## config.mk

```make
export PLATFORM = sky130hd
export DESIGN_NAME = add_pipe
export DESIGN_NICKNAME = d
export VERILOG_FILES = /design/src/rtl/add_pipe.sv
export SDC_FILE = /design/constraint.sdc
export NUM_CORES = 1
export LEC_CHECK = 0
export ABC_CLOCK_PERIOD_IN_PS = 5400
export CORE_MARGIN = 2
export CORE_UTILIZATION = 40
export CTS_CLUSTER_DIAMETER = 40
export DETAILED_ROUTE_END_ITERATION = 8
export GPL_TIMING_DRIVEN = 0
export PLACE_DENSITY = 0.62
export SLEW_MARGIN = 20
export SYNTH_ARGS = -nofsm -noshare
export SYNTH_HDL_FRONTEND = slang
export SYNTH_SLANG_ARGS = --single-unit
```

## constraint.sdc

```tcl
create_clock -name clk -period 5.4 [get_ports clk]
set_clock_uncertainty 0.15 [all_clocks]
set_input_delay 0.81 -clock clk [delete_from_list [all_inputs] [get_ports clk]]
set_output_delay 0.81 -clock clk [all_outputs]
set_load 0.02 [all_outputs]
```

## src/rtl/add_pipe.sv

```systemverilog
// rtl/add_pipe.sv - pipelined segmented ripple-carry adder with valid/ready handshake
module add_pipe #(
    parameter int WIDTH = 16,
    parameter int SEG   = 4
) (
    input  logic             clk,
    input  logic             rst_n,
    input  logic             in_valid,
    output logic             in_ready,
    input  logic [WIDTH-1:0] A,
    input  logic [WIDTH-1:0] B,
    input  logic             cin,
    output logic             out_valid,
    input  logic             out_ready,
    output logic [WIDTH-1:0] sum,
    output logic             co,
    output logic             ovf
);

    localparam int STAGES = WIDTH / SEG;

    if (WIDTH < 1 || SEG < 1 || (WIDTH % SEG) != 0) begin : g_bad_params
        $error("add_pipe: WIDTH must be a positive multiple of SEG");
    end

    logic adv;

    for (genvar k = 0; k < STAGES; k++) begin : g_stage
        logic             v_in;
        logic [WIDTH-1:0] a_in;
        logic [WIDTH-1:0] b_in;
        logic [WIDTH-1:0] s_in;
        logic             c_in;
        logic [SEG:0]     seg;
        logic [WIDTH-1:0] s_next;
        logic             c_msb;

        logic             v_q;
        logic [WIDTH-1:0] a_q;
        logic [WIDTH-1:0] b_q;
        logic [WIDTH-1:0] s_q;
        logic             c_q;
        logic             o_q;

        if (k == 0) begin : g_first
            assign v_in = in_valid;
            assign a_in = A;
            assign b_in = B;
            assign s_in = '0;
            assign c_in = cin;
        end else begin : g_next
            assign v_in = g_stage[k-1].v_q;
            assign a_in = g_stage[k-1].a_q;
            assign b_in = g_stage[k-1].b_q;
            assign s_in = g_stage[k-1].s_q;
            assign c_in = g_stage[k-1].c_q;
        end

        assign seg = {1'b0, a_in[SEG*k +: SEG]} + {1'b0, b_in[SEG*k +: SEG]} + {{SEG{1'b0}}, c_in};

        // Carry into the segment's top bit recovered from its sum bit; only the last stage's
        // value reaches ovf, where it is the carry into the MSB.
        assign c_msb = a_in[SEG*k+SEG-1] ^ b_in[SEG*k+SEG-1] ^ seg[SEG-1];

        // Merge this segment's result into the partial sum passed down from earlier stages
        always_comb begin
            s_next = s_in;
            s_next[SEG*k +: SEG] = seg[SEG-1:0];
        end

        // Stage register: valid moves on every advance, data only when a real operand arrives
        always_ff @(posedge clk) begin
            if (!rst_n) begin
                v_q <= 1'b0;
                a_q <= '0;
                b_q <= '0;
                s_q <= '0;
                c_q <= 1'b0;
                o_q <= 1'b0;
            end else if (adv) begin
                v_q <= v_in;
                if (v_in) begin
                    a_q <= a_in;
                    b_q <= b_in;
                    s_q <= s_next;
                    c_q <= seg[SEG];
                    o_q <= seg[SEG] ^ c_msb;
                end
            end
        end
    end

    assign out_valid = g_stage[STAGES-1].v_q;
    assign sum       = g_stage[STAGES-1].s_q;
    assign co        = g_stage[STAGES-1].c_q;
    assign ovf       = g_stage[STAGES-1].o_q;

    assign adv       = !out_valid || out_ready;
    assign in_ready  = adv;

endmodule
```

==> flow_results.org, run 1 <==
** Clocking
- CTS Buf Count :: 9
- The number of gates resized after CTS was 0.
- The clock passes through at most 2 buffers.
- CTS H-tree lvls :: 3
- Clock latency at the later pin of the worst-skew pair :: 360 ps
- Clock-pin slew on the worst setup and hold paths :: 100 ps
- CTS tree :: done
- Hold-fix buffer count after cts :: 0
- In this run the post-CTS setup repair buffer count came out at 0.
- Clock tree synthesis found a total of 97 sinks.
- The root buffer cell chosen for the clock tree is clkbuf_8.

** Critical path
- In this run the critical register-to-register path is launched from g_stage[2].a_q[12].
- Measured in cells, the most critical reg-to-reg path has a length of 6.
- Worst setup path class :: input port to primary output
- STA classifies the critical path startpoint as an input port.
- Reg-to-reg setup timing slack :: 3320 ps
- Arrival time at the worst endpoint :: 2160 ps
- Required time of the critical path :: 4440 ps
- The worst register-to-register path ends at ovf.
- The worst setup path is captured at a primary output.
- Maximum net fanout on the critical path :: 9

** Pwr
- In this run the power spent charging and discharging nets is 327 uW.
- Internal power :: 1.04 mW
- IR analysis of the VDD net gives a maximum drop of 0.127 mV.
- Static leakage :: 1.96 nW
- Total power consumption of the routed design :: around 1.4 mW
- The share of total power dissipated in combinational logic is 0.101.
- The share of total power dissipated in the clock network is 0.348.
- Sequential power share :: 0.551
- For this design the ratio of total power to cell area is between 200 and 300 nW/um2.
- Switching share of power :: 0.240

** Routing
- Detailed-route via count :: 3137
- Dividing the detail-routed via count by the number of cells gives 4.64.
- Wire length per cell :: around 13 um
- Aggregate routed wire length :: around 8.6 mm
- Routed Antenna Nets :: 0
- Drt initial violations :: 68
- The first detailed-routing pass ran for 4 iterations.
- In the routed design, unresolved DRC markers number 0.

** Status
- The flow ran to the end, and the final reports show no timing, DRC or antenna violations.

** Global route
- Entering global routing, the biggest net connects 16 pins.
- The total overflow left after global routing is 0.
- The initial antenna violation count is 0.
- Overall global routing resource usage :: 0.164
- Wire length of the first global-routing pass :: 14.5 mm
- Vias in the first global route :: 3043

** Timing
- Dividing the final minimum period by the clock period gives 0.578.
- Worst-margin pin slew :: 569 ps
- Period minus WS final :: 3120 ps
- Adding up every negative setup slack in the final design gives 0 ps.
- Unrepaired setup endpoints after global routing :: no
- Number of failing setup endpoints in the final timing report :: 0
- Final max-slew violation count :: 0
- On the final layout, the worst hold slack is 303 ps.
- Number of hold-slack violations in the final timing report :: 0
- Max_slew headroom :: 0.620
- Max Clk Rate :: about 0.32 GHz

** Final layout
- Summing all multi-input logic gate instances after layout gives 1980 um2.
- At the end of the flow, the number of nets in the layout was 592.
- Fraction of final layout cells sized beyond drive strength 1 :: 0.0741
- Area growth from synthesis to final layout :: 22.3%
- Sequential cell area :: 1940 um2
- The number of antenna diodes in the final layout is 0.
- Once layout is complete, the utilization of the core stands at 0.499.
- Number of filler instances in the final layout :: between 1000 and 1500

** Floorplan
- Die area :: 11200 um2
- Rows :: 37
- Vertical extent of the die :: 106 um
- After floorplanning, the core was sized to cover 10200 um2.
- During I/O placement, the number of pins put on the boundary was 57.
- Effective utilization at floorplan :: 0.408
- From left edge to right edge, the die measures 106 um.

** Synth
- Largest area contributor in the netlist :: dfxtp_1
- Count of unique library cells instantiated by Yosys :: 30
- Among all cell types in the netlist, the one instantiated most often is nand2_1.
- Of all flip-flops after synthesis, the portion carrying an async set or reset was 0.
- By area, the combinational part of the netlist is dominated by compound AO/OA/AOI/OAI gates.
- Leading post-synthesis cells by instance count :: nand2_1, dfxtp_1, a21boi_0
- Part of the Yosys area used for sequential elements :: 0.467
- The area fraction in compound gates after synthesis came to 0.200.
- Multiplexer area fraction after synthesis :: 0
- The synthesized design contains 97 register bits.
- Synthesis produced a netlist with a net count of 525.
- Basic-gate share of the synthesized area counting and, or, nand and nor cells :: 0.188
- Synthesis produced 468 cells.
- Post-synth top flop :: dfxtp_1
- Area contributors post-synth :: dfxtp_1, nand2_1, a21boi_0
- Of the post-synthesis cell area, the dominant cell type holds 0.467.
- Mean post-synth cell area :: between 8 and 9 um2
- Count of flip-flops with a built-in enable after synthesis :: 0
- Yosys printed 0 warnings.
- In this run the cell area of the synthesized design comes to 4160 um2.
- Of the total synthesized cell area, the portion taken by full adders, half adders and majority gates is 0.0746.
- Of the total synthesized cell area, the portion taken by XOR and XNOR cells is 0.0126.

** Placed design
- During placement, the flow inserted port buffers numbering 56.
- Placer Congestion :: 0.787
- Post-DP HPWL :: 6.67 mm

** Min path
- Worst min-delay path category :: register to register
- Hold Crit Endpoint :: g_stage[2].b_q[14]
- Worst hold path stage count :: 2
- Hold_sp :: g_stage[1].b_q[14]

** Run
- The tool flagged a number of max-cap violations equal to 0.
-- per-layer routing --
layer / vias to the layer above / wire length, um / track usage
met4: 0 / 143 / 0.0620
met2: 59 / 3940 / 0.274
met1: 1400 / 4300 / 0.217
li1: 1667 / - / -
met3: 11 / 226 / 0.0208
met5: - / 0 / 0
-- flip-flops by register name, indices dropped and copies added (netlist names) --
name,cells
ovf,1
co,1
g_stage.c_q,3
out_valid,1
g_stage.v_q,3
g_stage.b_q,24
g_stage.a_q,24
g_stage.s_q,24
sum,16
-- layout make-up --
type,count,share of cell area
Sequential cell,97,0.382
Buffer,31,0.0413
Timing Repair Buffer,56,0.110
Inverter,7,0.00566
Multi-Input combinational cell,333,0.389
Clock inverter,4,0.0103
Tap cell,136,0.0335
Clock buffer,12,0.0285
-- placed cells by master, fill, tap and decap left out, types with 8 or more instances in the layout --
cell	synthesis	routed
dfxtp_1	97	97
nand2_1	175	175
fa_1	8	8
a21boi_1	28	28
clkbuf_1	10	12
ha_1	12	12
a21boi_0	55	55
buf_6	8	8
clkbuf_8	0	10
clkdlybuf4s50_1	0	56
a21oi_1	10	10
-- worst max-delay path, stage by stage --
cell	delay [ps]
clkdlybuf4s50_1	440
nor2b_4	240
inv_4	100
clkdlybuf4s50_1	560
-- worst max-delay path by stage --
stage / startpoint / to / cells after the start
2_1_floorplan: A[0] / g_stage[0].s_q[1] / 5
3_3_place_gp: out_ready / in_ready / 4
3_5_place_dp: out_ready / in_ready / 4
4_1_cts: out_ready / in_ready / 4
5_1_grt: out_ready / in_ready / 4
6_report: out_ready / in_ready / 4
-- power by group through the flow --
stage	clock, mW	sequential, mW	combinational (mW)
after floorplan	0	0.766	0.0828
after global placement	0	0.768	0.137
after detailed placement	0	0.769	0.139
after CTS	0.484	0.752	0.140
after global routing	0.517	0.756	0.155
final	0.474	0.752	0.138
-- per-stage QoR --
stage | cells | setup slack (ps) | instance area, um2
finish | 676 | 2280 | 5090
global route | 676 | 2230 | 5090
CTS | 676 | 2270 | 5090
detailed placement | 660 | 2280 | 4890
global placement | 660 | 2280 | 4890
floorplan | 468 | 3310 | 4160
-- cells by family after synthesis --
family | Yosys count
and+or+nand+nor | 192
DFF | 97
AOI/OAI and AO/OA | 115
adders and majority gates | 20
buffers and inverters | 38
xor gates and xnor gates | 6
Power figures use the tool's default switching activity.
==> run 2: changes to the inputs <==
--- a/config.mk
+++ b/config.mk
@@ -5,13 +5,13 @@
 export SDC_FILE = /design/constraint.sdc
 export NUM_CORES = 1
 export LEC_CHECK = 0
-export ABC_CLOCK_PERIOD_IN_PS = 5400
+export ABC_CLOCK_PERIOD_IN_PS = 2600
 export CORE_MARGIN = 2
 export CORE_UTILIZATION = 40
 export CTS_CLUSTER_DIAMETER = 40
 export DETAILED_ROUTE_END_ITERATION = 8
 export GPL_TIMING_DRIVEN = 0
-export PLACE_DENSITY = 0.62
+export PLACE_DENSITY = 0.65
 export SLEW_MARGIN = 20
 export SYNTH_ARGS = -nofsm -noshare
 export SYNTH_HDL_FRONTEND = slang
==> constraint.sdc (replaced) <==
create_clock -name clk -period 2.6 [get_ports clk]
set_clock_uncertainty 0.15 [all_clocks]
set_input_delay 0.39 -clock clk [delete_from_list [all_inputs] [get_ports clk]]
set_output_delay 0.39 -clock clk [all_outputs]
set_load 0.02 [all_outputs]
==> run 2 against run 1 <==
  * Wire length down 0.23%
  * Cell count is the same
  * Sequential share of layout area down 0.17 points
  * Combinational power is 110% higher
  * Core utilization up 0.22 points
  * Critical endpoint unchanged
  * Non-clock buffer count is the same
  * Hold slack improved by 5.0 ps
  * Sequential power grew 110%
  * Critical path type unchanged
  * Global-route usage increased by 0.054 points
  * Register-to-register slack lost 2800 ps
  * Worst setup slack lost 1900 ps
  * Largest power group unchanged
  * Flip-flop and latch count stayed put
==> flow_results.org, run 2 (synthesis results as in run 1) <==
** Clocking
- The clock-pin slew reported for the worst setup and hold paths after clock tree synthesis is 90 ps (about the same).
- Hold-fix buffer count after cts :: 0 (unchanged)
- Post-CTS Setup Inserts :: 0 (unchanged)
- CTS tree :: done
- Clock sink total :: 97 (unchanged)
- CTS Buf Count :: 9 (unchanged)
- In this run the clock root is driven by a clkbuf_8.
- CTS H-tree lvls :: 3 (unchanged)
- Clock latency at the later pin of the worst-skew pair :: 360 ps (about the same)
- The clock tree buffer depth was 2 (unchanged).
- Post-CTS resize count :: 0 (unchanged)

** Timing
- Worst-case hold slack :: 308 ps (+4.99 ps)
- The final count of pins violating max slew is 0 (unchanged).
- Derived from the worst setup path, the maximum achievable clock frequency is 0.440 GHz.
- Setup_tns :: 0 ps (unchanged)
- The transition at the pin with the smallest max-transition slack is 569 ps (-0.133 ps).
- Dividing the final minimum period by the clock period gives 0.874.
- Unrepaired setup endpoints after global routing :: no
- The tightest slew margin relative to the limit came to 0.621 (about the same).
- The worst path needs ~2300 ps of the cycle, external delays included.
- Number of failing setup endpoints in the final timing report :: 0 (unchanged)
- The number of hold violations in the final report is 0 (unchanged).
- The minimum setup slack in the final design was 329 ps (-1950 ps).

** Final layout
- The antenna diode count is 0 (unchanged).
- The library cell used most frequently in the layout, excluding fill and tap cells, is nand2_1.
- Top Registers :: g_stage.a_q x24, g_stage.b_q x24, g_stage.s_q x24
- The total of fill cells in the finished design is 1035 (-0.77%).
- The final net count was 592 (unchanged).
- The area growth from synthesis to layout is 22.9%.
- Sequential cell area :: 1940 um2 (unchanged)
- Area used by multi-input combinational logic :: 1980 um2 (unchanged)
- In the layout the commonest cells are nand2_1, dfxtp_1, clkdlybuf4s50_1.
- The share of final-layout standard cells stronger than drive strength 1 is 0.0759 (+0.00185).

** Floorplan
- The floorplan die area was 11200 um2 (unchanged).
- Die width :: 106 um (unchanged)
- The number of placement rows was 37 (unchanged).
- The core footprint was 10200 um2 (unchanged).
- The initial core utilization came to 0.408 (unchanged).
- The number of ports placed on the die boundary is 57 (unchanged).
- The vertical die dimension is 106 um (unchanged).

** Critical path
- The largest individual stage delay along the critical path comes from the cell clkdlybuf4s50_1.
- Count of cell instances traversed by the critical path :: 4 (unchanged)
- The critical path is of the input port to primary output type.
- Among cell families on the critical path, the largest total delay comes from buffers and inverters.
- The worst setup path is captured at a primary output.
- The path depth of the worst reg2reg path is 6 (unchanged).
- The worst setup path is launched from an input port.
- Walking the worst path, the cells encountered are clkdlybuf4s50_1 -> nor2b_4 -> inv_4 -> clkdlybuf4s50_1.
- Reg-to-reg setup timing slack :: 500 ps (-2820 ps)
- The data arrival time of the critical path was 1730 ps (-430 ps).
- Required time of the critical path :: 2060 ps (-2380 ps)
- Cell type with the highest occurrence count on the critical path :: clkdlybuf4s50_1
- The critical path buffer and inverter count was 3 (unchanged).
- The largest incremental delay on the critical path came to 560 ps (about the same).
- The maximum fanout along the worst path was 9 (unchanged).
- In this run the critical register-to-register path is launched from g_stage[2].a_q[12].
- RR Endpoint :: ovf

** Pwr
- VDD IR max :: 0.203 mV (+59%)
- Areal power density over the cells :: 570 nW/um2 (+110%)
- The total power draw is 2.91 mW (+110%).
- The static leakage came to 1.98 nW (+1.2%).

** Global route
- The initial antenna violation count came to 0 (unchanged).
- Overall global routing resource usage :: 0.164 (+0.000544)
- Pin count of the biggest net entering global routing :: 16 (unchanged)
- The residual overflow from global routing is 0 (unchanged).
- The via count of the first global-routing pass came to 3147 (+3.4%).
- The global-route wire length before repair was 14.6 mm (+0.34%).

** Routing
- First-pass iteration count of the detailed router :: 4 (unchanged)
- Drt initial violations :: 66 (-2.9%)
- The average via count per standard cell is 4.64 (about the same).
- Wire length per cell :: 12.7 um (-0.23%)
- Remaining routing DRC violations :: 0 (unchanged)
- Routed Antenna Nets :: 0 (unchanged)
- Aggregate routed wire length :: 8.60 mm (-0.23%)
- The overall via count from detail_route is 3134 (-0.096%).

** Placed design
- Post-DP HPWL :: 6.70 mm (+0.55%)
- The setup slack after placement is 319 ps (-1960 ps).
- The routability congestion estimate from global placement was 0.804 (+2.1%).
- Count of input and output buffers :: 56 (unchanged)

** Min path
- Hold_sp :: g_stage[0].b_q[8]
- Worst hold path stage count :: 2 (unchanged)
- In this run the worst hold path is classified as register to register.
- Hold Crit Endpoint :: g_stage[0].b_q[8]

** Run
- Max Cap Violations :: 0 (unchanged)

** Status
- Result of the run :: finished clean
## run 2: changes by cell type in the layout (fill, tap and decap cells not counted), sizes merged
cell      change
clkinv        +3
clkinvlp      -3
bufinv        +1
clkbuf        -1
## run 2: final cells by class
| type | instances | share of cell area |
|---|---|---|
| multi-input combinational | 333 | 0.387 |
| clock buffer | 11 | 0.0277 |
| buffer | 31 | 0.0411 |
| timing repair buffer | 56 | 0.110 |
| inverter | 7 | 0.00563 |
| sequential | 97 | 0.380 |
| clock inverter | 5 | 0.0154 |
| tap | 136 | 0.0333 |
## run 2: worst register-to-register path, delay by kind of cell (launching register included)
family,cells,cell delay (ps)
fa+ha+maj,2,880
compound gates,3,480
flops,1,330
xor+xnor,1,140
## run 2: worst max path at each step
stage,startpoint,end,slack [ps]
finish,out_ready,in_ready,330
global route,out_ready,in_ready,280
CTS,out_ready,in_ready,330
detailed placement,rst_n,g_stage[0].c_q,320
global placement,out_ready,in_ready,340
floorplan,g_stage[2].a_q[12],ovf,600
## run 2: metrics by stage
stage / util / std cells / instance area (um2)
after floorplan: - / 468 / 4160
after global placement: 0.480 / 660 / 4890
after detailed placement: 0.480 / 660 / 4890
after CTS: 0.502 / 676 / 5110
after global routing: 0.502 / 676 / 5110
final: 0.502 / 676 / 5110
## run 2: report_power, final
group	leakage [nW]	internal (mW)	switching, mW
logic	1.08	0.147	0.138
registers	0.789	1.53	0.0291
clock network	0.113	0.567	0.498
## run 2: metal layers
metal	vias to the layer above	routed length (um)	global-route usage
met5	-	0	0
met4	0	175	0.0789
met3	12	262	0.0208
met2	54	4000	0.282
met1	1401	4160	0.204
li1	1667	-	-
==> run 3: changes to the inputs <==
--- a/config.mk
+++ b/config.mk
@@ -5,13 +5,13 @@
 export SDC_FILE = /design/constraint.sdc
 export NUM_CORES = 1
 export LEC_CHECK = 0
-export ABC_CLOCK_PERIOD_IN_PS = 2600
 export CORE_MARGIN = 2
 export CORE_UTILIZATION = 40
 export CTS_CLUSTER_DIAMETER = 40
 export DETAILED_ROUTE_END_ITERATION = 8
 export GPL_TIMING_DRIVEN = 0
 export PLACE_DENSITY = 0.65
+export SKIP_CTS_REPAIR_TIMING = 1
 export SLEW_MARGIN = 20
 export SYNTH_ARGS = -nofsm -noshare
 export SYNTH_HDL_FRONTEND = slang
==> results of run 3 <==
Final layout, timing and power as in run 2 (identical DEF).
